**src/rtl/exec_dispatch_ctrl.sv**
```systemverilog
// In-order uop dispatch controller: buffers decoded uops in a FIFO and issues
// one per cycle, sequenced by class (ALU back-to-back, MEM waits for LSU, BR shadow).
module exec_dispatch_ctrl #(
  parameter int DEPTH     = 4,
  parameter int BR_SHADOW = 2,
  parameter int CNT_W     = 3
) (
  input  logic             clk,
  input  logic             reset,
  input  logic             enq_valid,
  output logic             enq_ready,
  input  logic [6:0]       enq_instr_type,
  input  logic [2:0]       enq_funct3,
  input  logic [6:0]       enq_funct7,
  input  logic [4:0]       enq_rd,
  input  logic             mem_busy,
  input  logic             mem_done,
  input  logic             flush,
  output logic             uop_valid_out,
  output logic [6:0]       uop_instr_type,
  output logic [2:0]       uop_funct3,
  output logic [6:0]       uop_funct7,
  output logic [4:0]       uop_rd,
  output logic [CNT_W-1:0] occupancy,
  output logic             stall_mem
);

  localparam int PTR_W = (DEPTH > 1) ? $clog2(DEPTH) : 1;
  localparam int SH_W  = $clog2(BR_SHADOW + 1);
  localparam logic [CNT_W-1:0] FULL_CNT    = CNT_W'(DEPTH);
  localparam logic [SH_W-1:0]  SHADOW_INIT = SH_W'(BR_SHADOW);

  localparam logic [6:0] OP_LOAD   = 7'b0000011;
  localparam logic [6:0] OP_STORE  = 7'b0100011;
  localparam logic [6:0] OP_BRANCH = 7'b1100011;
  localparam logic [6:0] OP_JAL    = 7'b1101111;
  localparam logic [6:0] OP_JALR   = 7'b1100111;

  typedef enum logic [1:0] {IDLE, MEM_WAIT, BR_WAIT} state_t;

  state_t           state;
  logic [6:0]       fifo_type [DEPTH];
  logic [2:0]       fifo_f3   [DEPTH];
  logic [6:0]       fifo_f7   [DEPTH];
  logic [4:0]       fifo_rd   [DEPTH];
  logic [PTR_W-1:0] head;
  logic [PTR_W-1:0] tail;
  logic [CNT_W-1:0] count;
  logic [SH_W-1:0]  shadow;
  logic [6:0]       head_type;
  logic             head_mem;
  logic             head_br;
  logic             push;
  logic             issue;

  assign enq_ready = (count < FULL_CNT);
  assign occupancy = count;

  always_comb begin
    head_type = fifo_type[head];
    head_mem  = (head_type == OP_LOAD) || (head_type == OP_STORE);
    head_br   = (head_type == OP_BRANCH) || (head_type == OP_JAL) || (head_type == OP_JALR);
    push      = enq_valid && enq_ready && !flush;
    issue     = !flush && (state == IDLE) && (count != '0) && !(head_mem && mem_busy);
  end

  // Storage array carries no reset; validity is tracked by the pointers and count.
  always_ff @(posedge clk) begin
    if (push) begin
      fifo_type[tail] <= enq_instr_type;
      fifo_f3[tail]   <= enq_funct3;
      fifo_f7[tail]   <= enq_funct7;
      fifo_rd[tail]   <= enq_rd;
    end
  end

  always_ff @(posedge clk or negedge reset) begin
    if (!reset) begin
      head           <= '0;
      tail           <= '0;
      count          <= '0;
      state          <= IDLE;
      shadow         <= '0;
      uop_valid_out  <= 1'b0;
      uop_instr_type <= '0;
      uop_funct3     <= '0;
      uop_funct7     <= '0;
      uop_rd         <= '0;
      stall_mem      <= 1'b0;
    end else if (flush) begin
      head          <= '0;
      tail          <= '0;
      count         <= '0;
      state         <= IDLE;
      shadow        <= '0;
      uop_valid_out <= 1'b0;
      stall_mem     <= 1'b0;
    end else begin
      if (push)  tail <= tail + PTR_W'(1);
      if (issue) head <= head + PTR_W'(1);
      case ({push, issue})
        2'b10:   count <= count + CNT_W'(1);
        2'b01:   count <= count - CNT_W'(1);
        default: count <= count;
      endcase
      uop_valid_out <= issue;
      if (issue) begin
        uop_instr_type <= head_type;
        uop_funct3     <= fifo_f3[head];
        uop_funct7     <= fifo_f7[head];
        uop_rd         <= fifo_rd[head];
      end
      case (state)
        IDLE: begin
          if (issue && head_mem) begin
            state     <= MEM_WAIT;
            stall_mem <= 1'b1;
          end else if (issue && head_br) begin
            state  <= BR_WAIT;
            shadow <= SHADOW_INIT;
          end
        end
        MEM_WAIT: begin
          if (mem_done) begin
            state     <= IDLE;
            stall_mem <= 1'b0;
          end
        end
        BR_WAIT: begin
          // Leaving on the count-of-1 edge yields exactly BR_SHADOW bubbles.
          if (shadow == SH_W'(1)) begin
            state  <= IDLE;
            shadow <= '0;
          end else begin
            shadow <= shadow - SH_W'(1);
          end
        end
        default: state <= IDLE;
      endcase
    end
  end

endmodule
```
**config.mk**
```make
export PLATFORM = sky130hd
export DESIGN_NAME = exec_dispatch_ctrl
export DESIGN_NICKNAME = d
export VERILOG_FILES = /design/src/rtl/exec_dispatch_ctrl.sv
export SDC_FILE = /design/constraint.sdc
export NUM_CORES = 1
export LEC_CHECK = 0
export BUFFER_PORTS_ARGS = -buffer_cell sky130_fd_sc_hd__buf_4
export CAP_MARGIN = 0
export CORE_MARGIN = 8
export CORE_UTILIZATION = 57
export DETAILED_ROUTE_END_ITERATION = 8
export PLACE_DENSITY = 0.89
export SLEW_MARGIN = 20
export SYNTH_ARGS = -nofsm -noshare
export SYNTH_HDL_FRONTEND = slang
export SYNTH_SLANG_ARGS = --single-unit
export TNS_END_PERCENT = 10
```
**constraint.sdc**
```tcl
create_clock -name clk -period 3.9 [get_ports clk]
set_clock_uncertainty 0.05 [all_clocks]
set_input_delay 0.78 -clock clk [delete_from_list [all_inputs] [get_ports clk]]
set_output_delay 0.78 -clock clk [all_outputs]
set_load 0.01 [all_outputs]
```
==> flow_summary.ini, run 1 <==
[run_status]
run_status = finished, final reports clean

[clock_network]
postCtsResizedCells = 0
clkTransAtPathRegs_ps = 60
htree_num_levels = 4
cts_buffers = 17
ctsHoldBuffers = 0
cts_tree = built
worstSkewPairLatency_ps = 500
cts_sinks = 123
post_cts_buffers = 0
cts_root_buf = clkbuf_8
clockBufferDepth = 2

[floorplan]
fp.dieW_um = 108
start_util_pct = 59.0
io_pins = 56
coreArea_um2 = 8220
die_height_um = 108
dieArea_um2 = 11700
std_cell_rows = 33

[global_route]
grt_pass1_vias = 2708
grt_overflow_total = 0
grt_pass1_wl_um = 14500
antenna_found_initial = 0
grt_max_degree = 36
gr-usage-all-layers_pct = 16.5

[finish]
syn_to_final_growth_pct = 23.2
nNetsFinal = 350
stdcell_area_um2 = 5970
drive_gt1_share_pct = 40.4
diodes = 0
stdcell_count = 434

[yosys]
synth_area_um2 = 4850
synth_cell_types = 34
synth_edf_count = 88
synthesis.nets = 279
synth_ff_type = edfxtp_1
synth_top_area_share_pct = 54.5
synth_warnings = 0
ys_seq_area_share_pct = 72.5
synthTopCellsByArea = edfxtp_1, dfrtp_1, mux4_2
yosysMostFrequentCell = edfxtp_1
ys_top_cells_by_count = edfxtp_1, dfrtp_1, mux4_2, mux2_4
synth.largest_area_cell = edfxtp_1
synthesis.instances = 245
async_flop_share_pct = 28.5
avgSynthCellArea_um2 = 19.8
synth-seq-cells = 123

[routing]
wl_per_cell_um = 20.9
vias = 2463
antenna_left = 0
drt-initial-drc-count = 142
vias_per_cell = 5.68
drc = 0
wl_um = 9080
drtPass1Iterations = 4

[sta]
fmax_mhz = 328
fin_setup_tns_ps = 0
drv_slew = 0
rsz0062_at_grt = no
period_needed_ps = 3050
max-slew-margin-rel_pct = 56.8
hold_viol = 0
tightest_slew_ps = 647
setup_viol = 0
period_share_pct = 78.2

[worst_setup_path]
arrival_ps = 3440
path_delay_family = simple AND/OR/NAND/NOR gates
path_class = flop to flop
required_ps = 4290
slowest_delay_ps = 570
cp_cell_sequence = buf_4 -> mux4_2 -> nand3b_1 -> o21ba_2 -> nor2b_1 -> fa_1 -> nor4_1 -> a21o_1
startpoint_type = flop
crit_slowest_cell = mux4_2
critPathBufInv = 1
end_kind = flop
crit_fanout = 21

[worst_hold_path]
hold_class = primary input to async pin

[place]
dp_cells = 402
gp_congestion = 0.764
io_buffers = 55
dp_hpwl_um = 5890
place_area_um2 = 5380

[power]
ir_worst_vdd_v = 0.000450
p_per_area_nw_per_um2 = 731
p_leak_uw = 0.00224

[run]
maxCapViolCount = 0
-- worst register-to-register path, delay by kind of cell (launching register included) --
family / cells / cell delay [ps]
DFF: 1 / 420
and+or+nand+nor: 3 / 700
AOI/OAI and AO/OA: 2 / 420
adders and majority gates: 1 / 430
buffers and inverters: 1 / 400
muxes: 1 / 580
-- layout by cell type, fill, tap and decap left out, types with 9 or more instances in the layout --
| cell | netlist | routed |
|---|---|---|
| edfxtp_1 | 88 | 88 |
| buf_4 | 0 | 63 |
| dfrtp_1 | 35 | 34 |
| mux4_2 | 22 | 22 |
| clkbuf_16 | 0 | 16 |
| mux2_4 | 14 | 14 |
| nor2_1 | 9 | 9 |
| mux2_1 | 9 | 9 |
-- per-stage QoR --
step                util, %  setup WS [ps]  power (uW)  hold WS, ps
floorplan                 -            853        2470          416
global placement       65.5            977        2820          420
detailed placement     65.5            868        2870          435
CTS                    72.7            831        4410          184
global route           72.7            641        4550          203
finish                 72.7            849        4360          185
-- final cells by class --
type | instances | area [um2]
Sequential cell | 123 | 3520
Inverter | 5 | 18.8
Tap cell | 105 | 131
Clock inverter | 14 | 173
Clock buffer | 18 | 418
Fill cell | 484 | 2240
Multi-Input combinational cell | 106 | 1240
Timing Repair Buffer | 63 | 473
-- power breakdown --
group	switching (uW)	internal (uW)	total (uW)
combinational	473	613	1090
clock	557	975	1530
sequential	130	1620	1750
total	1160	3200	4360
-- sequential cells by signal (all words and copies together), names as in the netlist, 3 cells and up --
signal	cells
fifo_f7	28
fifo_type	28
fifo_rd	20
fifo_f3	12
uop_funct7	7
uop_instr_type	7
uop_rd	5
occupancy	3
uop_funct3	3
-- path summary, 6_finish.rpt --
kind | from | endpoint | slack [ps] | cells after the start
worst max register to register | head[0]$_DFFE_PN0P_ | occupancy[2]$_DFFE_PN0P_ | 850 | 8
worst min register to register | uop_instr_type[6]$_DFFE_PN0P_ | uop_instr_type[6]$_DFFE_PN0P_ | 440 | 1
worst min-delay path | reset | state[0]$_DFFE_PN0P_ | 180 | 1
max in group asynchronous | reset | head[0]$_DFFE_PN0P_ | 3260 | 1
worst max-delay path | head[0]$_DFFE_PN0P_ | occupancy[2]$_DFFE_PN0P_ | 850 | 8
min in group clk | enq_funct7[0] | fifo_f7[1][0]$_DFFE_PP_ | 430 | 1
-- logic make-up after synthesis --
| kind of cell | after synthesis | share of synthesized area, % |
|---|---|---|
| buf+inv | 16 | 1.88 |
| fa+ha+maj | 6 | 1.70 |
| simple gates | 39 | 4.54 |
| flops | 123 | 72.5 |
| xor+xnor | 3 | 0.542 |
| compound gates | 11 | 1.75 |
| mux | 47 | 17.0 |
-- layer usage --
metal  part of all wire, %  routed length (um)  GRT usage [%]  up-vias
met5                     0                   0              0        -
met4                  0.54                  49           6.16        0
met3                   5.8                 530           4.58        4
met2                    53                4850           27.6       81
met1                    40                3650           20.0     1274
li1                      -                   -              -     1104
Note: power is estimated with default switching activity, not from simulation.
==> inputs of run 2 (changes only) <==
--- a/config.mk
+++ b/config.mk
@@ -8,9 +8,9 @@
 export BUFFER_PORTS_ARGS = -buffer_cell sky130_fd_sc_hd__buf_4
 export CAP_MARGIN = 0
 export CORE_MARGIN = 8
-export CORE_UTILIZATION = 57
+export CORE_UTILIZATION = 52
 export DETAILED_ROUTE_END_ITERATION = 8
-export PLACE_DENSITY = 0.89
+export PLACE_DENSITY = 0.86
 export SLEW_MARGIN = 20
 export SYNTH_ARGS = -nofsm -noshare
 export SYNTH_HDL_FRONTEND = slang
==> constraint.sdc (replaced) <==
create_clock -name clk -period 2.8 [get_ports clk]
set_clock_uncertainty 0.05 [all_clocks]
set_input_delay 0.56 -clock clk [delete_from_list [all_inputs] [get_ports clk]]
set_output_delay 0.56 -clock clk [all_outputs]
set_load 0.01 [all_outputs]
==> flow_summary.ini, run 2 (synthesis results as in run 1) <==
[worst_setup_path]
crit_slowest_cell = or4b_4
end_kind = flop
arrival_ps = 3110
path_class = flop to flop
startpoint_type = flop
cp.depth = 8
required_ps = 3150
critPathBufInv = 0
rrSetupSlack_ps = 40
rr_worst_depth = 8
slowest_delay_ps = 550
crit_fanout = 5
cp_cell_sequence = mux4_2 -> or4b_4 -> o21ba_4 -> nor2b_1 -> fa_2 -> a21oi_2 -> a211oi_2 -> a21o_1
path_delay_family = simple AND/OR/NAND/NOR gates

[global_route]
met2_usage_pct = 27.6
gr-usage-met3_pct = 5.37
grt_max_degree = 36
grt_overflow_total = 0
gr-usage-all-layers_pct = 15.9
gr-max-usage-layer = met2
use_met1_pct = 17.7
grt_pass1_wl_um = 14900
grt_pass1_vias = 2865
antenna_found_initial = 0

[place]
dp_hpwl_um = 5830
gp_congestion = 0.725
io_buffers = 55
dp_cells = 415

[floorplan]
start_util_pct = 53.0
std_cell_rows = 35
coreArea_um2 = 9150
die_height_um = 113
io_pins = 56
dieArea_um2 = 12700
fp.dieW_um = 113

[routing]
vias_per_cell = 5.49
vias = 2460
wl_per_cell_um = 20.9
wl_um = 9370
drtPass1Iterations = 4
drc = 0
antenna_left = 0
drt-initial-drc-count = 143

[finish]
drive_gt1_share_pct = 42.4
diodes = 0
reg_top3 = fifo_f7 x28, fifo_type x28, fifo_rd x20
final_cell_mix = edfxtp_1, buf_4, dfrtp_1, mux4_2, clkbuf_16
final-seq-area_um2 = 3520
nFillCells = 573
layout_commonest_cell = edfxtp_1
stdcell_count = 448
fin_util_pct = 66.0
multi_input_area_um2 = 1260
nNetsFinal = 358
syn_to_final_growth_pct = 24.5

[clock_network]
cts_buffers = 17
clkTransAtPathRegs_ps = 60
cts_root_buf = clkbuf_8
worstSkewPairLatency_ps = 510
htree_num_levels = 4
clockBufferDepth = 2
cts_tree = built
cts_sinks = 123

[power]
p_leak_uw = 0.00228
p_sw_share_pct = 26.9
clock_power_share_pct = 33.8
ir_worst_vdd_v = 0.000634
power.share.sequential_pct = 40.1
intPower_uw = 4430
p_sw_uw = 1630
p_per_area_nw_per_um2 = 1000
p_comb_share_pct = 26.0

[worst_hold_path]
hold_class = primary input to flop
min_path_cells = 1

[sta]
hold_viol = 0
drv_slew = 0
fin_setup_tns_ps = 0
period_share_pct = 98.7
fmax_mhz = 362
setup_viol = 0
max-slew-margin-rel_pct = 66.3
rsz0062_at_grt = yes
tightest_slew_ps = 505
period_needed_ps = 2760

[run_status]
run_status = finished, final reports clean

[run]
maxCapViolCount = 0
[run 2: cell count changes in the layout (fill, tap and decap cells not counted), sizes merged]
cell	previous run	this run
bufinv	3	2
dlygate4sd3	0	1
buf	63	70
clkinv	4	7
clkinvlp	5	4
inv	7	6
[run 2: area by class of cell]
class / instances / share of cell area, %
Clock buffer: 18 / 6.92
Clock inverter: 14 / 2.47
Inverter: 5 / 0.311
Multi-Input combinational cell: 106 / 20.8
Sequential cell: 123 / 58.3
Tap cell: 111 / 2.30
Timing Repair Buffer: 71 / 8.87
[run 2: through the flow]
step           power (uW)  hold slack [ps]  setup WS (ps)  instance area, um2
2_1_floorplan        3440              214           -178                4860
3_3_place_gp         3990              423           67.0                5450
3_5_place_dp         4050              429          -5.49                5450
4_1_cts              6120              180           3.46                6030
5_1_grt              6330              176          -47.8                6040
6_report             6060              202           35.3                6040
[run 2: path summary, 6_finish.rpt]
path | start | to
setup / recovery | head[0]$_DFFE_PN0P_ | occupancy[2]$_DFFE_PN0P_
hold / removal | enq_funct7[6] | fifo_f7[2][6]$_DFFE_PP_
setup reg to reg | head[0]$_DFFE_PN0P_ | occupancy[2]$_DFFE_PN0P_
hold reg to reg | uop_instr_type[6]$_DFFE_PN0P_ | uop_instr_type[6]$_DFFE_PN0P_
max in group asynchronous | reset | head[0]$_DFFE_PN0P_
min in group asynchronous | reset | uop_funct7[1]$_DFFE_PN0P_
[run 2: what timing repair did]
| item | 4_1_cts | 5_1_grt |
|---|---|---|
| endpoints found under the hold margin | 35 | 0 |
| gates cloned | 0 | 0 |
| pin swaps | 0 | 0 |
| gates resized for setup | 1 | 2 |
| buffers inserted | 0 | 0 |
| setup endpoints to repair | 1 | 3 |
| hold buffers | 1 | 0 |
[run 2: per-layer routing]
layer	vias up	wire, um
met5	-	0
met4	0	34
met3	2	502
met2	74	5050
met1	1265	3790
li1	1119	-
[run 2: power groups by stage]
stage / combinational, uW / sequential [uW] / clock (uW)
CTS: 1600 / 2440 / 2080
finish: 1580 / 2430 / 2050
detailed placement: 1590 / 2460 / 0
floorplan: 940 / 2500 / 0
global route: 1700 / 2470 / 2160
global placement: 1540 / 2450 / 0
==> inputs of run 3 (changes only) <==
--- a/config.mk
+++ b/config.mk
@@ -5,11 +5,13 @@
 export SDC_FILE = /design/constraint.sdc
 export NUM_CORES = 1
 export LEC_CHECK = 0
+export ABC_CLOCK_PERIOD_IN_PS = 2800
 export BUFFER_PORTS_ARGS = -buffer_cell sky130_fd_sc_hd__buf_4
 export CAP_MARGIN = 0
 export CORE_MARGIN = 8
 export CORE_UTILIZATION = 52
 export DETAILED_ROUTE_END_ITERATION = 8
+export GPL_TIMING_DRIVEN = 0
 export PLACE_DENSITY = 0.86
 export SLEW_MARGIN = 20
 export SYNTH_ARGS = -nofsm -noshare
==> flow_summary.ini, run 3 (synthesis results as in run 1) <==
[finish]
diodes = 0
drive_gt1_share_pct = 42.1
nFillCells = 573
final_cell_mix = edfxtp_1, buf_4, dfrtp_1, mux4_2, clkbuf_16
syn_to_final_growth_pct = 26.0
multi_input_area_um2 = 1270
layout_commonest_cell = edfxtp_1
reg_top3 = fifo_f7 x28, fifo_type x28, fifo_rd x20
nNetsFinal = 361
stdcell_count = 451
final-seq-area_um2 = 3520

[routing]
met3_length_um = 454
antenna_left = 0
drt-initial-drc-count = 142
wl_per_cell_um = 21.3
wl_met2_um = 5000
highest_layer = met4
wl_um = 9610
vias_per_cell = 5.65
drtPass1Iterations = 4
drc = 0
m1WireLength_um = 4000
vias = 2548

[global_route]
gr-usage-all-layers_pct = 16.3
grt_pass1_wl_um = 15100
antenna_found_initial = 0
grt_max_degree = 36
grt_overflow_total = 0
grt_pass1_vias = 2827

[worst_setup_path]
r2r_start = head[0]$_DFFE_PN0P_
crit_fanout = 5
end_kind = flop
cp_cell_sequence = buf_6 -> mux4_2 -> or4b_4 -> o21ba_4 -> nor2b_4 -> fa_2 -> a21oi_2 -> a211oi_2 -> a21o_1
critPathBufInv = 1
required_ps = 3150
arrival_ps = 3120
rr_worst_depth = 9
startpoint_type = flop
path_delay_family = simple AND/OR/NAND/NOR gates
slowest_delay_ps = 530
rrSetupSlack_ps = 40
path_class = flop to flop
crit_slowest_cell = mux4_2
r2r_end = occupancy[2]$_DFFE_PN0P_

[run_status]
run_status = finished, final reports clean

[clock_network]
cts_buffers = 17
clkTransAtPathRegs_ps = 60
worstSkewPairLatency_ps = 510
htree_num_levels = 4
cts_root_buf = clkbuf_8
clockBufferDepth = 2
cts_sinks = 123
cts_tree = built

[run]
maxCapViolCount = 0

[place]
io_buffers = 54
gp_congestion = 0.716
dp_cells = 411
dp_hpwl_um = 5670

[sta]
period_share_pct = 98.7
hold_viol = 0
rsz0062_at_grt = yes
setup_viol = 0
tightest_slew_ps = 865
period_needed_ps = 2760
max-slew-margin-rel_pct = 42.3
fin_setup_tns_ps = 0
drv_slew = 0
fmax_mhz = 362

[power]
power_uw = 6320
p_per_area_nw_per_um2 = 1030
ir_worst_vdd_v = 0.000586
p_leak_uw = 0.00230

[floorplan]
io_pins = 56
fp.dieW_um = 113
std_cell_rows = 35
dieArea_um2 = 12700
coreArea_um2 = 9150
start_util_pct = 53.0
die_height_um = 113

[worst_hold_path]
hold_class = primary input to flop
hold_path_end = fifo_type[0][4]$_DFFE_PP_
min_path_cells = 1
worstHoldStart = enq_instr_type[4]
[run 3: cell types whose count changed in the layout (fill, tap and decap cells not counted), moves of 2 or more]
| cell | previous run | this run |
|---|---|---|
| and2_1 | 4 | 1 |
| clkinv_2 | 3 | 1 |
| buf_6 | 0 | 3 |
| buf_4 | 70 | 63 |
| and2_2 | 0 | 3 |
| bufinv_16 | 2 | 4 |
| clkinv_1 | 0 | 2 |
| clkbuf_1 | 1 | 4 |
[run 3: stage by stage]
| stage | instance area, um2 | setup WS, ps | hold slack [ps] | util [%] |
|---|---|---|---|---|
| after floorplan | 4860 | -178 | 214 | - |
| after global placement | 5400 | -330 | 420 | 59.0 |
| after detailed placement | 5420 | -365 | 429 | 59.2 |
| after CTS | 6110 | -138 | 173 | 66.8 |
| after global routing | 6110 | -56.3 | 177 | 66.8 |
| final | 6110 | 35.6 | 198 | 66.8 |
[run 3: what timing repair did]
action / 4_1_cts / 5_1_grt
hold endpoints to repair: 35 / 0
endpoints found under the setup margin: 2 / 10
pin swaps: 5 / 5
resized for setup: 8 / 1
setup buffers: 7 / 2
hold buffers: 1 / 0
[run 3: worst reg2reg max path: stages, from the launching register on]
cell and delay (ps):
dfrtp_1 340, buf_6 120, mux4_2 540, or4b_4 530, o21ba_4 220, nor2b_4 120, fa_2 370, a21oi_2 140
a211oi_2 60, a21o_1 170
[run 3: power breakdown]
group | internal (uW) | leakage [uW] | switching (uW)
Combinational | 948 | 0.000780 | 706
Clock | 1440 | 0.000289 | 801
Sequential | 2250 | 0.00123 | 167
Total | 4640 | 0.00230 | 1670
[run 3: metal layers]
layer | GRT usage, % | vias to the layer above
met4 | 8.36 | 0
met5 | 0 | -
li1 | - | 1126
met3 | 5.26 | 13
met1 | 18.9 | 1334
met2 | 26.5 | 75
[run 3: how the worst max path moves through the flow]
stage	start	end	slack, ps	cells past startpoint
finish	head[0]$_DFFE_PN0P_	occupancy[2]$_DFFE_PN0P_	40	9
global route	head[0]$_DFFE_PN0P_	occupancy[2]$_DFFE_PN0P_	-60	9
CTS	head[0]$_DFFE_PN0P_	occupancy[2]$_DFFE_PN0P_	-140	10
detailed placement	head[1]$_DFFE_PN0P_	occupancy[2]$_DFFE_PN0P_	-370	11
global placement	head[0]$_DFFE_PN0P_	occupancy[2]$_DFFE_PN0P_	-330	11
floorplan	head[0]$_DFFE_PN0P_	occupancy[2]$_DFFE_PN0P_	-180	11
[run 3: layout make-up]
cell class | instances | share of cell area (%)
Sequential cell | 123 | 57.6
Multi-Input combinational cell | 106 | 20.8
Timing Repair Buffer | 65 | 8.21
Clock buffer | 17 | 6.77
Clock inverter | 15 | 3.25
Tap cell | 111 | 2.27
Buffer | 9 | 0.880
Inverter | 5 | 0.307
